### src/rtl/dds_pkg.sv
// Shared constants, quadrant encodings and the pipeline tag type for the
// DDS phase sequencer and any other consumer of the quarter-wave CORDIC core.
package dds_pkg;

   localparam int PHASE_W  = 8;    // sample phase resolution (bits)
   localparam int QW_PTS   = 64;   // quarter-wave points; legal core addresses 0..QW_PTS
   localparam int CORE_LAT = 9;    // CORDIC core address-to-value latency (cycles)

   // Quadrant of a PHASE_W-bit phase (its top two bits)
   typedef enum logic [1:0] {
      Q0 = 2'd0,
      Q1 = 2'd1,
      Q2 = 2'd2,
      Q3 = 2'd3
   } quad_e;

   // Side-band information that travels alongside a core lookup
   typedef struct packed {
      logic               valid;
      logic               neg;
      logic [PHASE_W-1:0] phase;
   } tag_t;

   function automatic quad_e phase_quad(input logic [PHASE_W-1:0] p);
      return quad_e'(p[PHASE_W-1 -: 2]);
   endfunction

   // Lower half of the wave: the core magnitude must be negated
   function automatic logic quad_neg(input quad_e q);
      return (q == Q2) || (q == Q3);
   endfunction

   // Falling quarters: the quarter-wave table is read backwards
   function automatic logic quad_mirror(input quad_e q);
      return (q == Q1) || (q == Q3);
   endfunction

endpackage

### src/rtl/dds_tag_pipe.sv
// Parameterised-depth shift register of CORDIC lookup tags. It advances every
// cycle so that its output lines up with the value returned by the core.
module dds_tag_pipe
   import dds_pkg::*;
#(
   parameter int DEPTH = dds_pkg::CORE_LAT
) (
   input  logic clk_i,
   input  logic rst_ni,
   input  logic clr_i,
   input  tag_t tag_i,
   output tag_t tag_o
);

   generate
      for (genvar gi = 0; gi < DEPTH; gi++) begin : g_stage
         tag_t stage_q;
         tag_t stage_d;

         if (gi == 0) begin : g_head
            assign stage_d = tag_i;
         end else begin : g_link
            assign stage_d = g_stage[gi-1].stage_q;
         end

         // One tag stage; a clear drops everything that is in flight
         always_ff @(posedge clk_i or negedge rst_ni) begin
            if (!rst_ni) begin
               stage_q <= '0;
            end else if (clr_i) begin
               stage_q <= '0;
            end else begin
               stage_q <= stage_d;
            end
         end
      end
   endgenerate

   assign tag_o = g_stage[DEPTH-1].stage_q;

endmodule

### src/rtl/dds_cordic_sequencer.sv
// DDS phase-accumulator controller for the quarter-wave CORDIC sine core:
// advances the phase, folds it onto the 0..64 table address, carries the
// quadrant sign through the core latency and rebuilds a signed full-wave sample.
module dds_cordic_sequencer #(
   parameter int ACC_W    = 16,
   parameter int CORE_LAT = 9,
   parameter int ADDR_W   = 7,
   parameter int VAL_W    = 7
) (
   input  logic              CLK,
   input  logic              RESET,
   input  logic              en,
   input  logic              clr,
   input  logic              freq_ld,
   input  logic [ACC_W-1:0]  freq_word,
   input  logic [7:0]        phase_off,
   output logic [ADDR_W-1:0] cordic_addr,
   input  logic [VAL_W-1:0]  cordic_value,
   output logic [VAL_W:0]    sine_out,
   output logic              sine_valid,
   output logic [7:0]        phase_out
);

   import dds_pkg::*;

   // Accumulator, frequency word and core address
   logic [ACC_W-1:0]   acc_q, acc_d;
   logic [ACC_W-1:0]   freq_q, freq_d;
   logic [ADDR_W-1:0]  addr_q, addr_d;

   // Phase fold
   logic [PHASE_W-1:0] phase_c;
   quad_e              quad_c;
   logic               neg_c;
   logic [ADDR_W-1:0]  idx_c;
   logic [ADDR_W-1:0]  fold_addr_c;

   // Tag pipeline
   tag_t               tag_in_c;
   tag_t               tag_out_c;

   // Output stage
   logic [VAL_W:0]     mag_c;
   logic [VAL_W:0]     signed_mag_c;
   logic [VAL_W:0]     sine_q, sine_d;
   logic               valid_q, valid_d;
   logic [PHASE_W-1:0] phase_out_q, phase_out_d;

   // Sample phase = accumulator top byte plus the static offset, mod 256
   assign phase_c     = acc_q[ACC_W-1 -: PHASE_W] + phase_off;
   assign quad_c      = phase_quad(phase_c);
   assign neg_c       = quad_neg(quad_c);
   assign idx_c       = ADDR_W'(phase_c[PHASE_W-3:0]);
   // Mirrored quarters read 64-i so the address stays within 0..64
   assign fold_addr_c = quad_mirror(quad_c) ? (ADDR_W'(QW_PTS) - idx_c) : idx_c;

   // Accumulator/address next state; clr wins over en, freq loads independently
   always_comb begin
      acc_d  = acc_q;
      addr_d = addr_q;
      freq_d = freq_ld ? freq_word : freq_q;
      if (clr) begin
         acc_d  = '0;
         addr_d = '0;
      end else if (en) begin
         acc_d  = acc_q + freq_q;
         addr_d = fold_addr_c;
      end
   end

   // Phase state registers
   always_ff @(posedge CLK or negedge RESET) begin
      if (!RESET) begin
         acc_q  <= '0;
         freq_q <= '0;
         addr_q <= '0;
      end else begin
         acc_q  <= acc_d;
         freq_q <= freq_d;
         addr_q <= addr_d;
      end
   end

   // Tag issued alongside every address; a disabled cycle inserts a bubble
   always_comb begin
      tag_in_c       = '0;
      tag_in_c.valid = en & ~clr;
      tag_in_c.neg   = neg_c;
      tag_in_c.phase = phase_c;
   end

   dds_tag_pipe #(
      .DEPTH (CORE_LAT)
   ) u_tag_pipe (
      .clk_i  (CLK),
      .rst_ni (RESET),
      .clr_i  (clr),
      .tag_i  (tag_in_c),
      .tag_o  (tag_out_c)
   );

   // Zero-extend before negating so +127 maps to -127 and 0 never becomes -0
   assign mag_c        = {1'b0, cordic_value};
   assign signed_mag_c = tag_out_c.neg ? (~mag_c + 1'b1) : mag_c;

   // Output next state: capture only valid aligned tags, otherwise hold
   always_comb begin
      valid_d     = 1'b0;
      sine_d      = sine_q;
      phase_out_d = phase_out_q;
      if (!clr && tag_out_c.valid) begin
         valid_d     = 1'b1;
         sine_d      = signed_mag_c;
         phase_out_d = tag_out_c.phase;
      end
   end

   // Output sample registers
   always_ff @(posedge CLK or negedge RESET) begin
      if (!RESET) begin
         valid_q     <= 1'b0;
         sine_q      <= '0;
         phase_out_q <= '0;
      end else begin
         valid_q     <= valid_d;
         sine_q      <= sine_d;
         phase_out_q <= phase_out_d;
      end
   end

   assign cordic_addr = addr_q;
   assign sine_out    = sine_q;
   assign sine_valid  = valid_q;
   assign phase_out   = phase_out_q;

endmodule

### config.mk
export PLATFORM = sky130hd
export DESIGN_NAME = dds_cordic_sequencer
export DESIGN_NICKNAME = d
export VERILOG_FILES = /design/src/rtl/dds_pkg.sv /design/src/rtl/dds_tag_pipe.sv /design/src/rtl/dds_cordic_sequencer.sv
export SDC_FILE = /design/constraint.sdc
export NUM_CORES = 1
export LEC_CHECK = 0
export ABC_AREA = 1
export CORE_MARGIN = 2
export CORE_UTILIZATION = 53
export DETAILED_ROUTE_END_ITERATION = 7
export PLACE_DENSITY = 0.75
export SLEW_MARGIN = 20
export SYNTH_ARGS = -nofsm -noshare
export SYNTH_HDL_FRONTEND = slang
export SYNTH_SLANG_ARGS = --single-unit
export TNS_END_PERCENT = 50
### constraint.sdc
create_clock -name CLK -period 3.75 [get_ports CLK]
set_input_delay 0.5625 -clock CLK [delete_from_list [all_inputs] [get_ports CLK]]
set_output_delay 0.5625 -clock CLK [all_outputs]
set_load 0.05 [all_outputs]
# == Word level (Yosys, flattened, before mapping) ==
# Cells that the tools add are included.
# op_classes
n_mux,16
addsub,4
n_eq_ne,3
bitwise_logic,3
n_reduce_logical,5
# ops
operator,count
two-way mux 10 bit,9
two-way mux 16 bit,2
two-way mux 7 bit,3
adder 16 bit,1
adder 8 x 1 -> 8 bit (second input constant),1
adder 8 bit,1
two-way mux 8 bit,1
NOT 7 -> 8 bit,1
subtractor 7 x 6 -> 7 bit (first input constant),1
equality test 2 bit (second input constant),2
equality test 2 x 1 -> 1 bit (second input constant),1
logical OR 1 bit,2
nonzero test 2 bit,1
bitwise AND 1 bit,1
logical AND 1 bit,1
logical NOT 1 bit,1
two-way mux 1 bit,1
NOT 1 bit,1
# word_totals
register_bits,146
out_inout_bits,24

# == Depth between registers and ports, before layout ==
# logic_depth
word_depth,6
ltp_mapped,13

# == Cells and area by module ==
# From an unflattened synthesis, not the netlist that was laid out.
# unflattened
cells_unflattened,718
hier_area_um2,6500.0
# by_module_without_submodules
mod,seq_area_each_um2,area_each_um2,cells_per_inst,n_inst
dds_cordic_sequencer,1401.3,3437.0,438,1
dds_tag_pipe,2252.2,3062.9,280,1

# == Least setup slack after synthesis ==
# Ideal clock, no wire load.
# synth_path
path_type,input port to flip-flop
startpoint,in phase_off[0]
endpoint,"reg addr_q[4], in the netlist cordic_addr[4]"
cell_stages,10
setup_slack_ps,1772
n_path_buf,0
t_arrival_ps,1861
path_cell_list,ha_1 -> inv_1 -> fa_1 -> ha_1 -> inv_1 -> nor2_1 -> nand2_1 -> nand3b_1 -> nand3_1 -> nand2_1
# synth_between
elab_chain_cells,6
elab_cells_between_ends,8
cone_classes,2 x add/sub; 2 x eq/ne; 3 x mux; 1 x reduce/logical
# synth_lines
item,line_no,rtl
"start, declared",dds_cordic_sequencer.sv:16,"input logic [7:0] phase_off,"
adder 8 bit *,dds_cordic_sequencer.sv:50,assign phase_c = acc_q[ACC_W-1 -: PHASE_W] + phase_off;
"parallel branches: the longest is 2 deep, another holds subtractor 7 x 6 -> 7 bit",-,
two-way mux 7 bit *,dds_cordic_sequencer.sv:55,assign fold_addr_c = quad_mirror(quad_c) ? (ADDR_W'(QW_PTS) - idx_c) : idx_c;
two-way mux 7 bit *,dds_cordic_sequencer.sv:65,end else if (en) begin
two-way mux 7 bit *,dds_cordic_sequencer.sv:62,if (clr) begin
"end signal, assigned",dds_cordic_sequencer.sv:80,addr_q <= addr_d;
"end, declared",dds_cordic_sequencer.sv:29,"logic [ADDR_W-1:0] addr_q, addr_d;"
# Mark *: on every way between the ends. The select of a mux whose other input is x is not followed.
# A chain may end at the register's enable or synchronous reset.

# == Worst setup path in the final report ==
# layout_path
startpoint,"reg addr_q[4], in the netlist cordic_addr[4]"
endpoint,out cordic_addr[4]
# layout_lines
item,line_no,rtl
"end, declared",dds_cordic_sequencer.sv:17,"output logic [ADDR_W-1:0] cordic_addr,"
# No word-level cell between the ends.

==> results.py <==
metrics = {
    "setup_path": {
        "crit_type": "flop to output port",
        "path_buf_inv": 1,
        "endpoint_kind": "output port",
        "arrival_ns": 1.66,
        "cp-start-kind": "flop",
        "reg2regPathDepth": 11,
        "reg2reg_slack_ns": 1.80,
        "path_cells": "clkdlybuf4s50_1",
        "worst-path-max-fanout": 2,
        "crit_family": "buffers and inverters",
        "cp_slowest_cell": "clkdlybuf4s50_1",
        "cp.required_ns": 3.19,
        "critPathMaxStageDelay_ns": 0.84,
        "r2r_end": "cordic_addr[4]",
        "r2r-start": "acc_q[8]",
    },
    "clocking": {
        "clk_path_buf_depth": 2,
        "tritoncts": "yes",
        "clk_pin_slew_ns": 0.05,
        "cts_resized": 0,
        "post_cts_buffers": 0,
        "htreeDepth": 4,
        "worst_skew_pair.late_latency_ns": 0.41,
        "cts.sinks": 146,
        "ctsRootBufferMaster": "clkbuf_16",
        "cts_hold_buf": 0,
        "cts_buffers": 17,
    },
    "timing": {
        "hold_ws_ns": 0.2754,
        "setup_violations": 0,
        "final.setup.tns_ns": 0,
        "worst_pin_slew_ns": 0.9258,
        "rsz0062_at_grt": "false",
        "fin_skew_ns": 0.004524,
        "max_slew_margin_pct": 38.28,
        "hold_viol": 0,
        "maxSlewViolCount": 0,
        "fmax_mhz": 450.2,
        "finalCriticalPeriod_ns": 2.221,
        "fin_crit_sh_pct": 59.23,
    },
    "route": {
        "drc": 0,
        "routedWlPerCell_um": 12.81,
        "viasPerCell": 4.955,
        "firstDrtPassIters": 5,
        "vias": 4633,
        "first_iter_violations": 305,
        "ant_nets": 0,
        "finalWirelength_um": 11980,
    },
    "grt": {
        "grt_pass1_wl_um": 20510,
        "overflow": 0,
        "track_usage_pct": 20.48,
        "grt_pass1_vias": 4682,
        "grt_max_degree": 133,
        "antenna_found_initial": 0,
    },
    "final_layout": {
        "layout_commonest_cell": "nand2_1",
        "layoutNonFillerInstCount": 935,
        "area_growth_pct": 20.25,
        "final_util_pct": 64.62,
        "layout.nets": 839,
        "fill_cells": 995,
        "layout-drive-gt1-share_pct": 7.360,
        "antennaDiodeCount": 0,
        "mostFrequentLayoutCells": "nand2_1 (152), dfrtp_1 (146), inv_1 (125)",
    },
    "logic_synthesis": {
        "ys_ff_latch": 146,
        "synthCells": 714,
        "synth.distinct_cells": 32,
        "syn_nets": 776,
        "yosys_warnings": 0,
        "synth.cell_area_um2": 6401,
        "syn_avg_cell_area_um2": 8.965,
        "seq_area_frac_synth_pct": 57.08,
    },
    "pwr": {
        "irDropWorstVdd_v": 0.0003072,
        "cellPowerDensity_nw_per_um2": 548.2,
        "p_leak_nw": 3.912,
    },
    "floorplan": {
        "core_um2": 11910,
        "std_cell_rows": 40,
        "die_w_um": 113.9,
        "io_pins": 60,
        "dieArea_um2": 12970,
        "die_h_um": 113.9,
        "initial_core_util_pct": 53.74,
    },
    "placement": {
        "port_buffers": 59,
        "routabilityCongestion": 0.8962,
        "placed_cells": 905,
        "dp_hpwl_um": 8251,
    },
    "hold_path": {
        "min_path_type": "primary input to asynchronous set/reset pin",
    },
    "run": {
        "drv_cap": 0,
    },
    "outcome": {
        "outcome": "finished clean",
    },
}
cell families (layout without fill, tap and decap cells):
| logic type | after synthesis | after routing | share of synthesized area [%] |
|---|---|---|---|
| adder cells (fa/ha/maj) | 26 | 26 | 5.317 |
| buffers and inverters | 145 | 219 | 8.776 |
| XOR/XNOR | 7 | 7 | 0.9578 |
| flip-flops | 146 | 146 | 57.08 |
| AND/OR/NAND/NOR | 316 | 316 | 20.31 |
| multiplexers | 16 | 16 | 2.815 |
| AO/OA/AOI/OAI | 58 | 58 | 4.750 |
cells in the mapped netlist:
| library cell | n | area, um2 |
|---|---|---|
| nor3_2 | 1 | 10.01 |
| buf_2 | 11 | 55.05 |
| o31a_1 | 1 | 8.760 |
| nand2_4 | 2 | 22.52 |
| buf_4 | 1 | 7.510 |
| mux2_2 | 16 | 180.2 |
| or2_1 | 1 | 6.260 |
| nor4_1 | 1 | 6.260 |
| nand4_1 | 3 | 18.77 |
| nand2_2 | 2 | 12.51 |
| fa_1 | 2 | 40.04 |
| xor2_1 | 5 | 43.79 |
| o21ai_0 | 18 | 90.09 |
| a22o_1 | 2 | 17.52 |
| nand3_2 | 1 | 10.01 |
| o21ai_1 | 8 | 40.04 |
| xnor2_1 | 2 | 17.52 |
| nand2_1 | 152 | 570.6 |
| buf_1 | 1 | 3.750 |
| nand3_1 | 31 | 155.2 |
| ha_1 | 24 | 300.3 |
| and2_1 | 1 | 6.260 |
| dfrtp_1 | 146 | 3654 |
| nand4_2 | 1 | 12.51 |
| inv_1 | 125 | 469.2 |
| a21oi_1 | 28 | 140.1 |
| clkbuf_1 | 6 | 22.52 |
| nor3_1 | 3 | 15.01 |
| nor2_1 | 113 | 424.2 |
| a21o_1 | 1 | 7.510 |
| nand3b_1 | 4 | 30.03 |
| inv_2 | 1 | 3.750 |
layout make-up:
type | count | area (um2) | share of cell area (%)
inverter | 126 | 473.0 | 6.144
tap | 147 | 183.9 | 2.389
clock buffer | 20 | 446.7 | 5.803
sequential | 146 | 3654 | 47.46
clock inverter | 10 | 133.9 | 1.739
timing repair buffer | 63 | 620.6 | 8.062
multi-input combinational | 423 | 2186 | 28.40
worst max path at each step:
| stage | to | startpoint | slack [ns] | cells after the start |
|---|---|---|---|---|
| floorplan | cordic_addr[4] | phase_off[0] | 1.77 | 10 |
| global placement | cordic_addr[4] | phase_off[0] | 1.19 | 12 |
| detailed placement | cordic_addr[4] | phase_off[0] | 1.13 | 12 |
| CTS | cordic_addr[4] | cordic_addr[4] | 1.51 | 1 |
| global route | cordic_addr[4] | phase_off[0] | 1.43 | 12 |
| finish | cordic_addr[4] | cordic_addr[4] | 1.53 | 1 |
sequential cells by signal, summed over array words and instances, names as in the netlist:
signal and cells:
sine_valid 1, cordic_addr 7, freq_q 16, u_tag_pipe.tag_o 10, sine_out 8, phase_out 8
u_tag_pipe.g_stage.stage_q 80, acc_q 16
layer usage:
layer / up-vias / global-route usage (%) / share of wire (%)
met5: - / 0 / 0
met2: 92 / 36.77 / 52
li1: 2303 / - / -
met1: 2217 / 22.41 / 42
met4: 0 / 9.675 / 2.4
met3: 21 / 5.792 / 3.6
report_power, final:
part,internal (mW),leakage (nW),switching [mW]
Clock,1.05,0.282,0.603
Combinational,0.290,1.68,0.518
Sequential,1.69,1.96,0.0675
Total,3.03,3.91,1.19
through the flow:
step	setup WS [ns]	total power, mW	cell area [um2]
after floorplan	1.772	2.330	6401
after global placement	1.189	2.563	7113
after detailed placement	1.126	2.593	7113
after CTS	1.505	4.261	7694
after global routing	1.429	4.455	7697
final	1.529	4.220	7697
(Power assumes the default switching activity.)
==> variant (same flow settings) <==
Make the reset (`RESET` and `rst_ni`) synchronous in 3 clocked blocks.
--- a/src/rtl/dds_tag_pipe.sv
+++ b/src/rtl/dds_tag_pipe.sv
@@ -25,5 +25,5 @@
 
          // One tag stage; a clear drops everything that is in flight
-         always_ff @(posedge clk_i or negedge rst_ni) begin
+         always_ff @(posedge clk_i) begin
             if (!rst_ni) begin
                stage_q <= '0;
--- a/src/rtl/dds_cordic_sequencer.sv
+++ b/src/rtl/dds_cordic_sequencer.sv
@@ -70,5 +70,5 @@
 
    // Phase state registers
-   always_ff @(posedge CLK or negedge RESET) begin
+   always_ff @(posedge CLK) begin
       if (!RESET) begin
          acc_q  <= '0;
@@ -117,5 +117,5 @@
 
    // Output sample registers
-   always_ff @(posedge CLK or negedge RESET) begin
+   always_ff @(posedge CLK) begin
       if (!RESET) begin
          valid_q     <= 1'b0;
Function: differs if RESET is asserted again (counterexample within 4 cycles, from zero or initial values and one cycle with RESET low); with RESET held inactive, the same outputs for 4 cycles.
==> variant against the unedited design <==
  * Sequential cell count decreased by 9
  * Global-route usage is 1.3 points higher
  * Wire length shrank 3.7%
  * First-iteration DRC count down 26%
  * Final area shrank 9.5%
  * Setup slack got worse by 0.048 ns
  * Area after synthesis down 11%
  * Sequential share of layout area shrank 8.1 points
  * Fmax fell by 2.1%
  * Count of clock-buffer cells in the layout decreased by 3
  * Critical path depth unchanged
  * Worst hold slack improved by 0.13 ns
  * Largest cell class unchanged
  * Highest routed layer unchanged
Power is not compared: it rests on default switching activity, and its combinational part moved more than twofold at a synthesized area within 25%.
==> variant: results (changes against the unedited design) <==
Run status:
- The run finished with clean final reports.

Placement:
- The weighted congestion at the end of routability-driven global placement is 0.8936 (-0.29%).
- The cell count after placement came to 935 (+3.3%).
- The total cell area at the placement stage is 6372 um2 (-10%).

Finish:
- The count of fill cells added during filler insertion is 887 (-11%).
- The clock buffer count is 17 (-15%).
- The share of layout cells above drive strength 1 is 6.859% (-0.50 points).
- The number of combinational gates with multiple inputs is 462 (+9.2%).
- The portion of the layout cell area used by non-clock buffers is 9.021% (+0.96 points).
- The number of signal-net buffers in the layout is 64 (+1.6%).
- The area of the multi-input gates is 2321 um2 (+6.2%).
- The inverter count of the layout excluding clock inverters is 136 (+7.9%).

STA:
- The worst hold slack is 0.4018 ns (+0.1264 ns).

Critical path:
- The reg-to-reg critical path startpoint is acc_q[8].
- The maximum cell stage delay along the critical path is 0.82 ns (-0.02 ns).
- The worst reg-to-reg setup slack was 1.69 ns (-0.11 ns).
- The worst reg2reg path endpoint is cordic_addr[2].

Routing:
- The routed via count divided by cell count is 4.849 (-2.1%).
- The detailed route wirelength on metal3 is 582 um (+34%).
- The number of search-and-repair iterations in the first detailed-routing pass is 4 (-1).

Global routing:
- The wire length of the first global-routing pass was 19770 um (-3.6%).
- The met1 layer usage reported by global route is 23.29% (+0.88 points).
- The via count of the first global-routing pass came to 4616 (-1.4%).

Die:
- The number of rows in the core area came to 37 (-7.5%).

Yosys:
- The part of the Yosys area used for sequential elements is 48.35% (-8.7 points).
- The synthesized area divided by synthesized cell count is 7.484 um2 (-17%).
- The number of storage elements in the synthesis netlist is 137 (-6.2%).

Clocking:
- The later-pin clock latency in the skew report is 0.52 ns (+0.11 ns).
variant: changes by cell type after synthesis, moves of 5 or more:
cell,change
sky130_fd_sc_hd__dfxtp_1,+137
sky130_fd_sc_hd__mux2_2,-16
sky130_fd_sc_hd__inv_1,+8
sky130_fd_sc_hd__dfrtp_1,-146
sky130_fd_sc_hd__clkbuf_1,+9
sky130_fd_sc_hd__o21ai_0,+25
sky130_fd_sc_hd__o21ai_1,-7
sky130_fd_sc_hd__nor2_1,+62
sky130_fd_sc_hd__nand2_2,+5
sky130_fd_sc_hd__nand2_1,-45
variant: logic make-up (layout without fill, tap and decap cells):
family / count (synthesis) / after routing / share of synthesized area [%]
simple gates: 336 / 336 / 24.70
buf+inv: 159 / 232 / 10.74
flops: 137 / 137 / 48.35
compound gates: 88 / 88 / 8.359
fa+ha+maj: 26 / 26 / 5.999
xor+xnor: 12 / 12 / 1.853
